File: src/rtl/tawas_regfile.sv
//------------------------------------------------------------------------------
// Module      : tawas_regfile
// Description : Dual-slice 8x32 general register file for the Tawas core.
//               Three combinational read ports (AU A/B, LS), two write-back
//               ports (AU, LS) targeting the slice registered one cycle
//               earlier, with same-cycle write-to-read forwarding.
// Revision    : 1.0 - initial release
//------------------------------------------------------------------------------
`default_nettype none

module tawas_regfile (
  input  logic        CLK,
  input  logic        RST,

  input  logic        SLICE,

  input  logic [2:0]  AU_RA_SEL,
  output logic [31:0] AU_RA,
  input  logic [2:0]  AU_RB_SEL,
  output logic [31:0] AU_RB,
  input  logic [2:0]  LS_RA_SEL,
  output logic [31:0] LS_RA,

  input  logic        AU_RC_VLD,
  input  logic [2:0]  AU_RC_SEL,
  input  logic [31:0] AU_RC,
  input  logic        LS_RC_VLD,
  input  logic [2:0]  LS_RC_SEL,
  input  logic [31:0] LS_RC,

  output logic        WR_CONFLICT,
  output logic        WR_SLICE
);

  localparam int unsigned C_NREGS = 8;

  logic [31:0] bank0_q [C_NREGS];
  logic [31:0] bank1_q [C_NREGS];
  logic [31:0] bank0_d [C_NREGS];
  logic [31:0] bank1_d [C_NREGS];

  logic        wr_slice_q;
  logic        conflict_q;
  logic        conflict_d;

  // Read-bank view for the slice currently issuing
  logic [31:0] rd_bank [C_NREGS];

  // Forwarding is only meaningful when write-back and read hit the same
  // bank; it is suppressed during reset so reads show the cleared storage.
  logic        fwd_en;
  assign fwd_en = !RST && (wr_slice_q == SLICE);

  // Both units write to the bank of the slice that issued last cycle;
  // AU is applied last so it wins an index collision.
  always_comb begin
    bank0_d = bank0_q;
    bank1_d = bank1_q;
    if (LS_RC_VLD) begin
      if (wr_slice_q) bank1_d[LS_RC_SEL] = LS_RC;
      else            bank0_d[LS_RC_SEL] = LS_RC;
    end
    if (AU_RC_VLD) begin
      if (wr_slice_q) bank1_d[AU_RC_SEL] = AU_RC;
      else            bank0_d[AU_RC_SEL] = AU_RC;
    end
  end

  assign conflict_d = AU_RC_VLD && LS_RC_VLD && (AU_RC_SEL == LS_RC_SEL);

  // Storage, write-bank tracking and collision flag; reset clears everything
  always_ff @(posedge CLK or posedge RST) begin
    if (RST) begin
      for (int i = 0; i < C_NREGS; i++) begin
        bank0_q[i] <= '0;
        bank1_q[i] <= '0;
      end
      wr_slice_q <= 1'b0;
      conflict_q <= 1'b0;
    end else begin
      for (int i = 0; i < C_NREGS; i++) begin
        bank0_q[i] <= bank0_d[i];
        bank1_q[i] <= bank1_d[i];
      end
      wr_slice_q <= SLICE;
      conflict_q <= conflict_d;
    end
  end

  // Select the stored bank for the issuing slice
  always_comb begin
    for (int i = 0; i < C_NREGS; i++) begin
      rd_bank[i] = SLICE ? bank1_q[i] : bank0_q[i];
    end
  end

  // Read ports: AU forward, then LS forward, then stored data
  logic [2:0]  rd_sel  [3];
  logic [31:0] rd_data [3];

  assign rd_sel[0] = AU_RA_SEL;
  assign rd_sel[1] = AU_RB_SEL;
  assign rd_sel[2] = LS_RA_SEL;

  generate
    for (genvar p = 0; p < 3; p++) begin : g_rd_port
      assign rd_data[p] =
        (fwd_en && AU_RC_VLD && (AU_RC_SEL == rd_sel[p])) ? AU_RC :
        (fwd_en && LS_RC_VLD && (LS_RC_SEL == rd_sel[p])) ? LS_RC :
        rd_bank[rd_sel[p]];
    end
  endgenerate

  assign AU_RA       = rd_data[0];
  assign AU_RB       = rd_data[1];
  assign LS_RA       = rd_data[2];
  assign WR_CONFLICT = conflict_q;
  assign WR_SLICE    = wr_slice_q;

endmodule

`default_nettype wire

File: config.mk
export PLATFORM = sky130hd
export DESIGN_NAME = tawas_regfile
export DESIGN_NICKNAME = d
export VERILOG_FILES = /design/src/rtl/tawas_regfile.sv
export SDC_FILE = /design/constraint.sdc
export NUM_CORES = 2
export LEC_CHECK = 0
export ABC_CLOCK_PERIOD_IN_PS = 22700
export CAP_MARGIN = 20
export CELL_PAD_IN_SITES_DETAIL_PLACEMENT = 1
export CELL_PAD_IN_SITES_GLOBAL_PLACEMENT = 1
export CORE_ASPECT_RATIO = 0.5
export CORE_UTILIZATION = 50
export DETAILED_ROUTE_END_ITERATION = 10
export GPL_TIMING_DRIVEN = 0
export PLACE_DENSITY = 0.89
export SYNTH_ARGS = -nofsm -noshare
export SYNTH_HDL_FRONTEND = slang
export SYNTH_SLANG_ARGS = --single-unit
File: constraint.sdc
create_clock -name CLK -period 22.7 [get_ports CLK]
set_clock_uncertainty 0.15 [all_clocks]
set_input_delay 2.27 -clock CLK [delete_from_list [all_inputs] [get_ports CLK]]
set_output_delay 2.27 -clock CLK [all_outputs]
set_load 0.03 [all_outputs]
## Yosys cells after proc, flatten, opt, wreduce, memory -nomap -nowiden

Cells that the tools add are included.

| cells by class | value |
|---|---|
| $lt $le $gt $ge | 7 |
| eq/ne operators | 8 |
| muxes and demuxes | 39 |
| bitwise gates (word level) | 5 |
| reductions and logical operators | 14 |

Operators by type and width:

| operator | number |
|---|---|
| 256-bit 2-to-1 mux | 8 |
| 256-bit bitwise mux | 4 |
| 32-bit 2-to-1 mux | 22 |
| 32-bit binary-select mux with 3-bit select | 3 |
| 32-bit demux with 3-bit select | 2 |
| 3-bit == test | 7 |
| 4-bit >= comparator, second input constant | 5 |
| 3-bit NOT with 4-bit output | 5 |
| 1-bit logical AND | 13 |
| 4-bit by 1-bit less-than comparator with 1-bit output, second input constant | 2 |
| 1-bit == test | 1 |
| 1-bit zero test | 1 |

| storage, ports and cells | value |
|---|---|
| bits in registers | 514 |
| bits of input ports | 84 |
| output and inout port bits | 98 |
| logic and storage cells | 91 |

## Logic depth before layout (Yosys ltp)

| depth | value |
|---|---|
| word-level depth | 11 |
| mapped depth | 9 |
| mapped depth without buffers | 5 |

## Worst setup path after synthesis

Ideal clock, no wire load.

| timing | value |
|---|---|
| kind | input -> output |
| start | in RST |
| end | out AU_RA[2] |
| data arrival time | 15.623 ns |
| required time | 20.280 ns |
| setup slack | 4.657 ns |
| stages on the path | 7 |
| path through | inv_1 nand3_4 nor4_4 nor2b_2 buf_6 buf_6 a221oi_1 |

| between the ends | value |
|---|---|
| cells in the longest elaborated chain, start to end | 6 |
| elaborated cells between the ends (all ways) | 8 |
| those cells by class | 2 x mux; 6 x reduce/logical |

RTL lines:

| element | line | source |
|---|---|---|
| from (decl) | 13 | `input logic RST,` |
| 1-bit zero test (no source line) (*) | n/a |  |
| 1-bit logical AND (*) | 52 | `assign fwd_en = !RST && (wr_slice_q == SLICE);` |
| 1-bit logical AND (2 in a row) | 109 | `(fwd_en && LS_RC_VLD && (LS_RC_SEL == rd_sel[p])) ? LS_RC :` |
| 32-bit 2-to-1 mux | 109 |  |
| 32-bit 2-to-1 mux (*) | 108 | `(fwd_en && AU_RC_VLD && (AU_RC_SEL == rd_sel[p])) ? AU_RC :` |
| to (decl) | 18 | `output logic [31:0] AU_RA,` |

Mark *: on every way between the ends. The rest lies on a longest branch, timed or not.

## Worst setup path in the final report

| timing | value |
|---|---|
| start | in RST |
| end | out AU_RB[8] |

| between the ends | value |
|---|---|
| cells in the longest elaborated chain, start to end | 6 |
| elaborated cells between the ends (all ways) | 8 |
| those cells by class | 2 x mux; 6 x reduce/logical |

RTL lines:

| element | line | source |
|---|---|---|
| 1-bit zero test (no source line) (*) | n/a |  |
| 1-bit logical AND (*) | 52 |  |
| 1-bit logical AND (2 in a row) | 109 |  |
| 32-bit 2-to-1 mux | 109 |  |
| 32-bit 2-to-1 mux (*) | 108 |  |
| to (decl) | 20 | `output logic [31:0] AU_RB,` |

Marks and branches as above.

==> impl_summary.txt <==
----------------------------------------------------
[Floorplanning]
  FP Rows ... 70
  Starting utilization of the core area ... 50.7%
  Die Span Y ... 195 um
  IO Pins ... 182
  Floorplan die area ... 75500 um2
  X dimension of the die ... 388 um
  Core footprint ... 73300 um2

[Outcome]
  Outcome ... finished, final reports clean

[Worst hold path]
  Beginning of the worst hold path ... bank1_q[148]
  Tightest Hold Check Type ... flop to flop

[Global routing]
  Sum of overflow across all layers after global routing ... 0
  Number of antenna violations at the first check in global routing ... 6
  Vias in the first global route ... 37300
  Aggregate global-route resource usage ... 48.4%
  Maximum number of pins on one net before global-route repair ... 127
  Global-route wire length before repair ... 262 mm

[Detailed routing]
  Routed vias ... 36300
  Length of the first detailed-routing pass in iterations ... 7
  Drt via density ... 7.78
  Final wirelength ... 185 mm
  Number of DRC markers after the initial detailed-route iteration ... 6104
  Post-DRT Antenna Nets ... 0
  Routed wirelength normalized by instance count ... 39.6 um
  Drt drc ... 0

[Timing]
  Max Freq ... 99.1 MHz
  Final count of hold timing violations ... 0
  Shortest clock period the worst path allows after layout ... 10100 ps
  Slew Limit Fails ... 0
  Unrepaired setup endpoints after global routing ... no
  Worst Slack Setup Final ... 12600 ps
  Endpoints failing setup ... 0
  Share of the clock period used by the worst path ... 44.5%
  Worst rel slew slack ... 10.7%
  Worst-Margin Slew ... 1340 ps

[Yosys]
  Number of instances in the synthesized netlist ... 3473
  Number of distinct library cell variants in the gate-level netlist after synthesis ... 39
  Area share of the leading cell type in the synthesized netlist ... 34.6%
  Synthesized net count ... 3557
  Flops & latches, synth ... 514
  Largest area contributor in the netlist ... sky130_fd_sc_hd__dfrtp_1
  Cell Area, Synth ... 37200 um2
  Sequential share of the synthesized area ... 34.6%
  Leading post-synthesis cells by cell area ... sky130_fd_sc_hd__dfrtp_1 (35%), sky130_fd_sc_hd__mux4_2 (23%), sky130_fd_sc_hd__mux2i_1 (14%)
  Average footprint of a synthesized cell ... 10.7 um2
  Total number of yosys warnings ... 0

[Critical path]
  Arr. time, crit path ... 7680 ps
  Register-to-register path setup slack ... 19300 ps
  Data required time at the worst endpoint ... 20280 ps
  Classification of the worst setup path ... input port to output port
  Worst setup EP type ... output port
  Reg-to-reg startpoint ... WR_SLICE
  Worst setup path startpoint ... RST
  Worst Setup Start Kind ... input port
  Maximum fanout along the worst path ... 111

[Cells and area]
  Footprint of the flip-flops and latches ... 12900 um2
  Layout area overhead ... 11.9%
  Layout fillers ... 7849
  Net count reported at finish ... 3736
  Total area of multi-input combinational cells ... 22400 um2
  Layout Cells excl Fill ... 4672
  Layout cell share with drive strength beyond 1 ... 17.0%

[Placed design]
  Placed insts ... 4558
  # port buffers ... 106
  DPL Wire Length ... 127 mm
  Placement Setup Slack ... 12710 ps
  Routability congestion estimate from global placement ... 1.01

[Power and ir drop]
  VDD IR max ... 0.0595 mV
  Power per cell area ... 88.0 nW/um2
  Leakage ... 17.1 nW

[Clocking]
  Post-CTS setup-driven buffer insertion count ... 0
  Post-CTS clock slew at the launch and capture registers of the worst setup and hold paths ... 70 ps
  Clock root cell ... sky130_fd_sc_hd__clkbuf_16
  Number of gates resized after CTS ... 0
  Total number of clock tree sinks ... 514
  CTS tree ... built
  Depth of the CTS H-tree ... 2
  Hold-fix buffer count after cts ... 0
  Inserted Clock Buffers ... 53
  Insertion delay of the later-clocked pin in the worst-skew pair ... 640 ps
  CTS Buffer Depth ... 3

[Run]
  Number of maximum-capacitance constraint violations ... 0

----------------------------------------------------
## per-layer routing
layer / GRT usage (%) / wire length [um] / vias up
li1: - / - / 13400
met2: 66.4 / 75200 / 3741
met1: 61.3 / 64400 / 18300
met3: 21.3 / 30800 / 925
met5: 0 / 141 / -
met4: 33.6 / 14500 / 4
## flip-flops by register name (all words and copies together), names as in the netlist
name         cells
bank0_q        256
WR_CONFLICT      1
bank1_q        256
WR_SLICE         1
## critical path, stage by stage
cell and delay [ps]:
sky130_fd_sc_hd__clkdlybuf4s50_1 490, sky130_fd_sc_hd__inv_8 390, sky130_fd_sc_hd__buf_16 440, sky130_fd_sc_hd__buf_16 470, sky130_fd_sc_hd__nand3_4 240, sky130_fd_sc_hd__nor4_4 860, sky130_fd_sc_hd__nor2_1 500, sky130_fd_sc_hd__clkbuf_1 620
sky130_fd_sc_hd__a221o_1 600, sky130_fd_sc_hd__clkdlybuf4s50_1 630
## synth_stat cells, drive strengths merged
cell type and number:
dfrtp 514, mux2i 507, mux4 386, nor2 343
a21oi 329, nand2 296, clkbuf 257, buf 193
o21ai 192, a22oi 184, and2 97, a221o 94
xor2 20, nor2b 16, nand3 11, nor4 8
nor3 7, inv 3, or3 3, a211oi 2
a221oi 2, nand2b 2, or3b 2, xnor2 2
and3 1, clkinv 1, nor3b 1
## final cells by class
cell class,count,area share (%)
Multi-Input combinational cell,2505,53.8
Sequential cell,514,30.9
Buffer,450,4.67
Clock buffer,81,3.88
Timing Repair Buffer,124,3.32
Tap cell,972,2.92
Clock inverter,14,0.424
Inverter,4,0.0541
Antenna cell,8,0.0481
## path summary, 6_finish.rpt
path | endpoint | cells after the start
worst min-delay path | bank1_q[148] | 2
worst min register to register | bank1_q[148] | 2
worst max-delay path | AU_RB[8] | 10
max in group asynchronous | bank0_q[20] | 4
worst max register to register | bank0_q[199] | 6
min in group asynchronous | bank1_q[133] | 2
## layout by cell type (no fill, tap or decap), types with 69 or more instances in the layout
cell type and n:
sky130_fd_sc_hd__clkdlybuf4s50_1 106, sky130_fd_sc_hd__a21oi_1 329, sky130_fd_sc_hd__a22oi_1 184, sky130_fd_sc_hd__mux4_2 386, sky130_fd_sc_hd__dfrtp_1 514, sky130_fd_sc_hd__o21ai_0 186
sky130_fd_sc_hd__and2_1 95, sky130_fd_sc_hd__clkbuf_1 269, sky130_fd_sc_hd__nor2_1 343, sky130_fd_sc_hd__mux2i_1 507, sky130_fd_sc_hd__nand2_1 296, sky130_fd_sc_hd__a221o_1 94
sky130_fd_sc_hd__buf_1 69, sky130_fd_sc_hd__buf_2 104
## cell families after synthesis
group	synth area share (%)
XOR/XNOR	0.569
multiplexers	37.0
AO/OA/AOI/OAI	13.4
flip-flops	34.6
buffers and inverters	5.27
AND/OR/NAND/NOR	9.16
## report_power, final
group	switching (mW)	leakage (nW)	total [mW]	internal, mW
Clock	0.439	0.885	0.972	0.533
Sequential	0.263	6.07	1.41	1.15
Combinational	0.641	10.1	1.28	0.634
## metrics by stage
| step | util [%] | power (mW) | TNS [ps] | hold WS [ps] | area [um2] |
|---|---|---|---|---|---|
| after floorplan | - | 2.20 | 0 | 389 | 37200 |
| after global placement | 53.8 | 2.53 | -929990 | 429 | 39400 |
| after detailed placement | 54.0 | 2.62 | 0 | 454 | 39600 |
| after CTS | 56.5 | 3.57 | 0 | 471 | 41400 |
| after global routing | 56.7 | 3.73 | 0 | 498 | 41600 |
| final | 56.7 | 3.66 | 0 | 481 | 41600 |
Power figures use the tool's default switching activity.
